**config.mk**
```make
export PLATFORM = sky130hd
export DESIGN_NAME = difftest_delayed_update_queue_flat
export DESIGN_NICKNAME = d
export VERILOG_FILES = /design/src/rtl/difftest_delayed_update_queue_if.sv /design/src/rtl/difftest_delayed_update_queue.sv /design/src/flat_wrapper.sv
export SDC_FILE = /design/constraint.sdc
export NUM_CORES = 1
export LEC_CHECK = 0
export ABC_AREA = 1
export CAP_MARGIN = 20
export CELL_PAD_IN_SITES_DETAIL_PLACEMENT = 1
export CELL_PAD_IN_SITES_GLOBAL_PLACEMENT = 2
export CORE_MARGIN = 2
export CORE_UTILIZATION = 43
export CTS_CLUSTER_DIAMETER = 40
export CTS_CLUSTER_SIZE = 10
export DETAILED_ROUTE_END_ITERATION = 12
export DONT_BUFFER_PORTS = 1
export PLACE_DENSITY_LB_ADDON = 0.1
export SLEW_MARGIN = 20
export SYNTH_ARGS = -nofsm -noshare
export SYNTH_HDL_FRONTEND = slang
export SYNTH_SLANG_ARGS = --single-unit
```
**constraint.sdc**
```tcl
create_clock -name clock -period 15.73 [get_ports clock]
set_input_delay 2.3595 -clock clock [delete_from_list [all_inputs] [get_ports clock]]
set_output_delay 2.3595 -clock clock [all_outputs]
set_load 0.03 [all_outputs]
```
**src/rtl/difftest_delayed_update_queue_if.sv**
```systemverilog
// +----------------------------------------------------------------------------+
// | Module   : difftest_delayed_update_queue_if                                |
// | Purpose  : Bundles the writeback inputs, drain handshake, emitted event    |
// |            fields and status of the delayed-update queue.                  |
// | Ports    : master = event source / sink side (drives in*, drain_en,        |
// |            io_coreid); slave = the queue itself.                           |
// | Revision : 1.0 - initial release                                           |
// +----------------------------------------------------------------------------+
`default_nettype none

interface difftest_delayed_update_queue_if #(
  parameter int DEPTH = 8
);
  localparam int c_CNT_W = $clog2(DEPTH) + 1;

  // Writeback events; in0 is the older of the pair.
  logic               in0_valid;
  logic [4:0]         in0_address;
  logic [63:0]        in0_data;
  logic               in0_nack;
  logic               in1_valid;
  logic [4:0]         in1_address;
  logic [63:0]        in1_data;
  logic               in1_nack;
  logic [7:0]         io_coreid;
  logic               drain_en;

  // Emitted event and status.
  logic               out_valid;
  logic [4:0]         out_address;
  logic [63:0]        out_data;
  logic               out_nack;
  logic [7:0]         out_coreid;
  logic [7:0]         out_index;
  logic [c_CNT_W-1:0] count;
  logic               overflow;
  logic [15:0]        drop_cnt;

  modport master (
    output in0_valid, in0_address, in0_data, in0_nack,
    output in1_valid, in1_address, in1_data, in1_nack,
    output io_coreid, drain_en,
    input  out_valid, out_address, out_data, out_nack, out_coreid, out_index,
    input  count, overflow, drop_cnt
  );

  modport slave (
    input  in0_valid, in0_address, in0_data, in0_nack,
    input  in1_valid, in1_address, in1_data, in1_nack,
    input  io_coreid, drain_en,
    output out_valid, out_address, out_data, out_nack, out_coreid, out_index,
    output count, overflow, drop_cnt
  );
endinterface

`default_nettype wire

```
**src/rtl/difftest_delayed_update_queue.sv**
```systemverilog
// +----------------------------------------------------------------------------+
// | Module   : difftest_delayed_update_queue                                   |
// | Purpose  : Buffers up to two delayed int-writeback events per cycle and    |
// |            hands them one per cycle, in order, to the difftest sink.       |
// |            Writes to x0 are ignored; events arriving while full are        |
// |            dropped and counted.                                            |
// | Ports    : clock  - sole clock, rising edge                                |
// |            reset  - asynchronous, active-high                              |
// |            bus    - slave modport of difftest_delayed_update_queue_if      |
// | Revision : 1.0 - initial release                                           |
// +----------------------------------------------------------------------------+
`default_nettype none

module difftest_delayed_update_queue #(
  parameter int DEPTH = 8
) (
  input  logic                           clock,
  input  logic                           reset,
  difftest_delayed_update_queue_if.slave bus
);
  localparam int c_PTR_W = $clog2(DEPTH);
  localparam int c_CNT_W = c_PTR_W + 1;
  localparam logic [c_CNT_W-1:0] c_DEPTH = c_CNT_W'(DEPTH);

  // Storage (no reset needed: pointers/count define what is live).
  logic [4:0]         r_mem_addr [DEPTH];
  logic [63:0]        r_mem_data [DEPTH];
  logic               r_mem_nack [DEPTH];

  logic [c_PTR_W-1:0] r_wr_ptr;
  logic [c_PTR_W-1:0] r_rd_ptr;
  logic [c_CNT_W-1:0] r_count;
  logic               r_overflow;
  logic [15:0]        r_drop_cnt;
  logic [7:0]         r_emit_cnt;

  logic               r_out_valid;
  logic [4:0]         r_out_address;
  logic [63:0]        r_out_data;
  logic               r_out_nack;
  logic [7:0]         r_out_coreid;
  logic [7:0]         r_out_index;

  logic               w_elig0;
  logic               w_elig1;
  logic [c_CNT_W-1:0] w_free;
  logic               w_acc0;
  logic               w_acc1;
  logic [c_PTR_W-1:0] w_slot1;
  logic [1:0]         w_n_enq;
  logic [1:0]         w_n_drop;
  logic               w_deq;
  logic [16:0]        w_drop_sum;

  assign w_elig0 = bus.in0_valid && (bus.in0_address != 5'd0);
  assign w_elig1 = bus.in1_valid && (bus.in1_address != 5'd0);

  // Space comes only from the registered count, so a dequeue in this cycle
  // never makes room for an enqueue in the same cycle.
  assign w_free  = c_DEPTH - r_count;
  assign w_acc0  = w_elig0 && (w_free != '0);
  // in1 needs a second free slot only when in0 already took one.
  assign w_acc1  = w_elig1 && (w_acc0 ? (w_free >= c_CNT_W'(2)) : (w_free != '0));

  // in1 lands behind in0 when both are accepted, otherwise at the write pointer.
  assign w_slot1 = w_acc0 ? (r_wr_ptr + c_PTR_W'(1)) : r_wr_ptr;

  assign w_n_enq    = {1'b0, w_acc0} + {1'b0, w_acc1};
  assign w_n_drop   = {1'b0, w_elig0 && !w_acc0} + {1'b0, w_elig1 && !w_acc1};
  assign w_deq      = bus.drain_en && (r_count != '0);
  assign w_drop_sum = {1'b0, r_drop_cnt} + 17'(w_n_drop);

  always_ff @(posedge clock) begin
    if (w_acc0) begin
      r_mem_addr[r_wr_ptr] <= bus.in0_address;
      r_mem_data[r_wr_ptr] <= bus.in0_data;
      r_mem_nack[r_wr_ptr] <= bus.in0_nack;
    end
    if (w_acc1) begin
      r_mem_addr[w_slot1] <= bus.in1_address;
      r_mem_data[w_slot1] <= bus.in1_data;
      r_mem_nack[w_slot1] <= bus.in1_nack;
    end
  end

  always_ff @(posedge clock or posedge reset) begin
    if (reset) begin
      r_wr_ptr      <= '0;
      r_rd_ptr      <= '0;
      r_count       <= '0;
      r_overflow    <= 1'b0;
      r_drop_cnt    <= 16'd0;
      r_emit_cnt    <= 8'd0;
      r_out_valid   <= 1'b0;
      r_out_address <= 5'd0;
      r_out_data    <= 64'd0;
      r_out_nack    <= 1'b0;
      r_out_coreid  <= 8'd0;
      r_out_index   <= 8'd0;
    end else begin
      // Pointer widths equal log2(DEPTH), so wrap is the natural overflow.
      r_wr_ptr <= r_wr_ptr + c_PTR_W'(w_n_enq);
      r_count  <= r_count + c_CNT_W'(w_n_enq) - c_CNT_W'(w_deq);

      if (w_n_drop != 2'd0) begin
        r_overflow <= 1'b1;
        r_drop_cnt <= w_drop_sum[16] ? 16'hFFFF : w_drop_sum[15:0];
      end

      r_out_valid <= w_deq;
      if (w_deq) begin
        r_rd_ptr      <= r_rd_ptr + c_PTR_W'(1);
        r_out_address <= r_mem_addr[r_rd_ptr];
        r_out_data    <= r_mem_data[r_rd_ptr];
        r_out_nack    <= r_mem_nack[r_rd_ptr];
        r_out_coreid  <= bus.io_coreid;
        r_out_index   <= r_emit_cnt;
        r_emit_cnt    <= r_emit_cnt + 8'd1;
      end
    end
  end

  assign bus.out_valid   = r_out_valid;
  assign bus.out_address = r_out_address;
  assign bus.out_data    = r_out_data;
  assign bus.out_nack    = r_out_nack;
  assign bus.out_coreid  = r_out_coreid;
  assign bus.out_index   = r_out_index;
  assign bus.count       = r_count;
  assign bus.overflow    = r_overflow;
  assign bus.drop_cnt    = r_drop_cnt;

endmodule

`default_nettype wire
```
**src/flat_wrapper.sv**
```systemverilog
// flat-port wrapper written by rule: the top's interface ports become plain ports
module difftest_delayed_update_queue_flat 
#(
  parameter int DEPTH = 8
)
  (clock, reset, bus_in0_valid, bus_in0_address, bus_in0_data, bus_in0_nack, bus_in1_valid, bus_in1_address, bus_in1_data, bus_in1_nack, bus_io_coreid, bus_drain_en, bus_out_valid, bus_out_address, bus_out_data, bus_out_nack, bus_out_coreid, bus_out_index, bus_count, bus_overflow, bus_drop_cnt);
  difftest_delayed_update_queue_if #(.DEPTH(DEPTH)) bus_i ();
  input  logic clock;
  input  logic reset;
  input wire logic [$bits(bus_i.in0_valid)-1:0] bus_in0_valid;
  input wire logic [$bits(bus_i.in0_address)-1:0] bus_in0_address;
  input wire logic [$bits(bus_i.in0_data)-1:0] bus_in0_data;
  input wire logic [$bits(bus_i.in0_nack)-1:0] bus_in0_nack;
  input wire logic [$bits(bus_i.in1_valid)-1:0] bus_in1_valid;
  input wire logic [$bits(bus_i.in1_address)-1:0] bus_in1_address;
  input wire logic [$bits(bus_i.in1_data)-1:0] bus_in1_data;
  input wire logic [$bits(bus_i.in1_nack)-1:0] bus_in1_nack;
  input wire logic [$bits(bus_i.io_coreid)-1:0] bus_io_coreid;
  input wire logic [$bits(bus_i.drain_en)-1:0] bus_drain_en;
  output wire logic [$bits(bus_i.out_valid)-1:0] bus_out_valid;
  output wire logic [$bits(bus_i.out_address)-1:0] bus_out_address;
  output wire logic [$bits(bus_i.out_data)-1:0] bus_out_data;
  output wire logic [$bits(bus_i.out_nack)-1:0] bus_out_nack;
  output wire logic [$bits(bus_i.out_coreid)-1:0] bus_out_coreid;
  output wire logic [$bits(bus_i.out_index)-1:0] bus_out_index;
  output wire logic [$bits(bus_i.count)-1:0] bus_count;
  output wire logic [$bits(bus_i.overflow)-1:0] bus_overflow;
  output wire logic [$bits(bus_i.drop_cnt)-1:0] bus_drop_cnt;
  assign bus_i.in0_valid = bus_in0_valid;
  assign bus_i.in0_address = bus_in0_address;
  assign bus_i.in0_data = bus_in0_data;
  assign bus_i.in0_nack = bus_in0_nack;
  assign bus_i.in1_valid = bus_in1_valid;
  assign bus_i.in1_address = bus_in1_address;
  assign bus_i.in1_data = bus_in1_data;
  assign bus_i.in1_nack = bus_in1_nack;
  assign bus_i.io_coreid = bus_io_coreid;
  assign bus_i.drain_en = bus_drain_en;
  assign bus_out_valid = bus_i.out_valid;
  assign bus_out_address = bus_i.out_address;
  assign bus_out_data = bus_i.out_data;
  assign bus_out_nack = bus_i.out_nack;
  assign bus_out_coreid = bus_i.out_coreid;
  assign bus_out_index = bus_i.out_index;
  assign bus_count = bus_i.count;
  assign bus_overflow = bus_i.overflow;
  assign bus_drop_cnt = bus_i.drop_cnt;
  difftest_delayed_update_queue #(.DEPTH(DEPTH)) u_core (.clock(clock), .reset(reset), .bus(bus_i));
endmodule
```
==> qor.json <==
{
  "status": {
    "status": "finished clean"
  },
  "detailed_routing": {
    "postRouteAntennaNets": 0,
    "drt-vias-per-instance": 6.037,
    "routed_length_per_instance_um": 26.82,
    "drt_iter0_markers": 2435,
    "dr_total_vias": 29680,
    "remaining_drc_errors": 0,
    "detail_route.first_pass.iterations": 6,
    "route.final.wire_length_um": 131800
  },
  "logic_synthesis": {
    "synth_area_leader_cell": "edfxtp_1",
    "synthesis.nets": 4164,
    "netlist_instances": 3990,
    "synthTopCellsByArea": "edfxtp_1 49%, nand2_1 16%, dfrtp_1 8.8%",
    "syn_area_per_cell_um2": 8.689,
    "post_synth_num_cell_types": 29,
    "yosys_warnings": 0,
    "ys_top_cells_by_count": "1508 x nand2_1, 560 x edfxtp_1, 510 x nand3_1",
    "synth-edff-count": 560,
    "synth_async_sr_flop_share_pct": 17.89,
    "most_repeated_cell_in_the_gate_level_netlist_after_synthesis": "nand2_1",
    "synth_sequential_area_ratio_pct": 57.31,
    "ys_ff_latch": 682,
    "synth_largest_type_area_fraction_pct": 48.50,
    "netlist_area_mm2": 0.03467,
    "synth_ff_type": "edfxtp_1"
  },
  "cells_and_area": {
    "postLayoutCoreUtil_pct": 48.75,
    "layout-area-overhead-vs-synth_pct": 12.71,
    "layout.area.seq_mm2": 0.01988,
    "number_of_antenna_cells_inserted": 0,
    "instances_no_fill": 4916,
    "final_layout_size_suffix_gt1_share_pct": 7.780,
    "fill_cells": 9097,
    "finalInstanceArea_mm2": 0.03908,
    "layout.nets": 3917,
    "multiInputGateArea_mm2": 0.01288
  },
  "die": {
    "die_w_um": 288.0,
    "starting_density_of_the_core_pct": 43.25,
    "io_pins": 261,
    "row_count": 104,
    "die_area_mm2": 0.08292,
    "floorplan.die.height_um": 288.0,
    "core_area_mm2": 0.08016
  },
  "worst_setup_path": {
    "regToRegStartpoint": "u_core.bus.count[0]",
    "rr_worst_depth": 15,
    "timing.critical_path.fanout_max": 64,
    "crit_path_start_kind": "primary input",
    "setup.reg_to_reg.worst_slack_ps": 10080,
    "cp.arrival_ps": 6600,
    "worstReg2RegEnd": "u_core.r_mem_data[4][27]",
    "end_kind": "flip-flop",
    "timing_worst_setup_path_type": "primary input to flip-flop",
    "timing.critical_path.required_ps": 16070
  },
  "sta": {
    "worst-slew-pin-transition_ps": 1211,
    "finalCritPeriodShare_pct": 39.77,
    "final-setup-viol-count": 0,
    "timing.final.max_slew_violations": 0,
    "fmax_mhz": 159.9,
    "rsz0062_at_grt": "no",
    "final.hold.worst_slack_ps": 534.1,
    "fin_worst_skew_ps": 23.36,
    "layout_min_cycle_time_ps": 6255,
    "final_hold_viol_count": 0,
    "final_critical_path_setup_slack_ps": 9475,
    "setup_tns_ps": 0,
    "maxSlewHeadroom_pct": 19.29
  },
  "place": {
    "port-buffer-count": 0,
    "gpl.final_weighted_congestion": 0.7923,
    "hpwl_um": 70230,
    "dp.cells": 4665,
    "place_ws_ps": 8448,
    "postPlaceCellArea_mm2": 0.03468
  },
  "global_routing": {
    "grt_first_pass_wirelength_um": 197500,
    "gr-usage-all-layers_pct": 31.60,
    "maximum_number_of_pins_on_one_net_before_global_route_repair": 208,
    "number_of_antenna_violations_at_the_first_check_in_global_routing": 1,
    "globalRouteOverflowTotal": 0,
    "first_global_vias": 31410
  },
  "clock_network": {
    "cts.clk_slew.worst_paths_ps": 50,
    "holdBufCountCts": 0,
    "cts-buffers-inserted": 134,
    "clkSinkCount": 682,
    "cts_max_path_buffers": 3,
    "htree_num_levels": 4,
    "tritoncts_clock_tree": "done",
    "postCtsSetupRepairBufs": 0,
    "clock_tree.root_cell": "clkbuf_16",
    "ctsResizeCount": 0,
    "clock_insertion_delay_worst_skew_ps": 730
  },
  "min_path": {
    "worstHoldEndpoint": "u_core.bus.out_index[6]",
    "worst_hold_path_cells": 2,
    "hp-start": "u_core.r_emit_cnt[6]",
    "min_path_type": "flip-flop to flip-flop"
  },
  "power_and_ir_drop": {
    "switching_share_pct": 43.59,
    "power.density_cell_area_mw_per_mm2": 231.4,
    "power.internal_mw": 5.100,
    "combPwrFrac_pct": 33.8,
    "worst_ir_drop_vdd_v": 0.0002211,
    "clockPowerShare_pct": 30.4,
    "power.net_switching_mw": 3.941,
    "design_power_total_mw": 9.041,
    "leakage_component_of_the_power_nw": 16.30,
    "seqPwrFrac_pct": 35.8
  },
  "job": {
    "max-cap-violations": 0
  }
}
[cell type report]
type                       count  area share (%)
timing repair buffer          45           1.092
multi-input combinational   2827           32.95
sequential                   682           50.87
tap                         1060           3.394
clock inverter                82           1.873
inverter                      53          0.5827
clock buffer                 167           9.234
[how the worst max path moves through the flow]
stage                        from                  endpoint  slack (ps)  cells past startpoint
2_1_floorplan  bus_in0_address[3]   u_core.r_mem_addr[4][0]        6980                      7
3_3_place_gp   bus_in0_address[4]  u_core.r_mem_data[4][30]        8600                     13
3_5_place_dp   bus_in0_address[4]  u_core.r_mem_data[4][30]        8450                     13
4_1_cts        bus_in0_address[4]  u_core.r_mem_data[4][19]        9180                     13
5_1_grt        bus_in0_address[4]  u_core.r_mem_data[4][19]        9300                     14
6_report       bus_in0_address[4]  u_core.r_mem_data[4][27]        9470                     14
[cells by family after synthesis]
group,after synthesis,synth area share (%)
and+or+nand+nor,2345,27.39
DFF,682,57.31
buffers and inverters,481,6.049
adders and majority gates,21,0.8229
xor gates and xnor gates,19,0.4800
AOI/OAI and AO/OA,442,7.951
[cells in the final DEF (no fill, tap or decap), types with 24 or more instances in the layout]
master     Yosys  routed
buf_4          0      35
clkbuf_16      0     135
clkinv_2       0      24
dfrtp_1      122     119
edfxtp_1     560     560
inv_1         49      46
nand2_1     1508    1497
nand3_1      510     510
nor2_1       304     302
o21ai_0      295     293
o221ai_1     140     140
[sequential cells by signal, indices dropped and copies added, names as in the netlist]
name                    flops
u_core.r_mem_addr          40
u_core.r_emit_cnt           8
u_core.r_rd_ptr             3
u_core.bus.out_data        64
u_core.bus.out_address      5
u_core.r_mem_nack           8
u_core.bus.count            4
u_core.bus.overflow         1
u_core.bus.out_nack         1
u_core.r_mem_data         512
u_core.bus.out_index        8
u_core.bus.out_coreid       8
u_core.r_wr_ptr             3
u_core.bus.drop_cnt        16
u_core.bus.out_valid        1
[routing by layer]
layer  GRT usage (%)  vias to the layer above  wire [um]
met1           40.34                    15300      54390
li1                -                    13000          -
met4           11.02                        2       3719
met2           53.55                     1119      64360
met5               0                        -         11
met3           6.157                      267       9347
[power by group through the flow]
stage | sequential, mW | combinational (mW) | clock (mW)
after detailed placement | 3.27 | 3.01 | 0
after global routing | 3.29 | 3.32 | 2.85
after floorplan | 3.18 | 1.94 | 0
after global placement | 3.24 | 2.91 | 0
final | 3.24 | 3.06 | 2.74
after CTS | 3.24 | 3.03 | 2.77
[worst max-delay path, stage by stage]
cell     delay (ps)
inv_1            40
nand3_1          80
nand2_1         130
inv_1           200
nand2_2         170
nand2_1         110
nand2_1         160
nor2_4          400
buf_12          240
buf_4           510
buf_4           780
nand2_4         430
o31ai_4         160
buf_4           640
(Power assumes the default switching activity.)
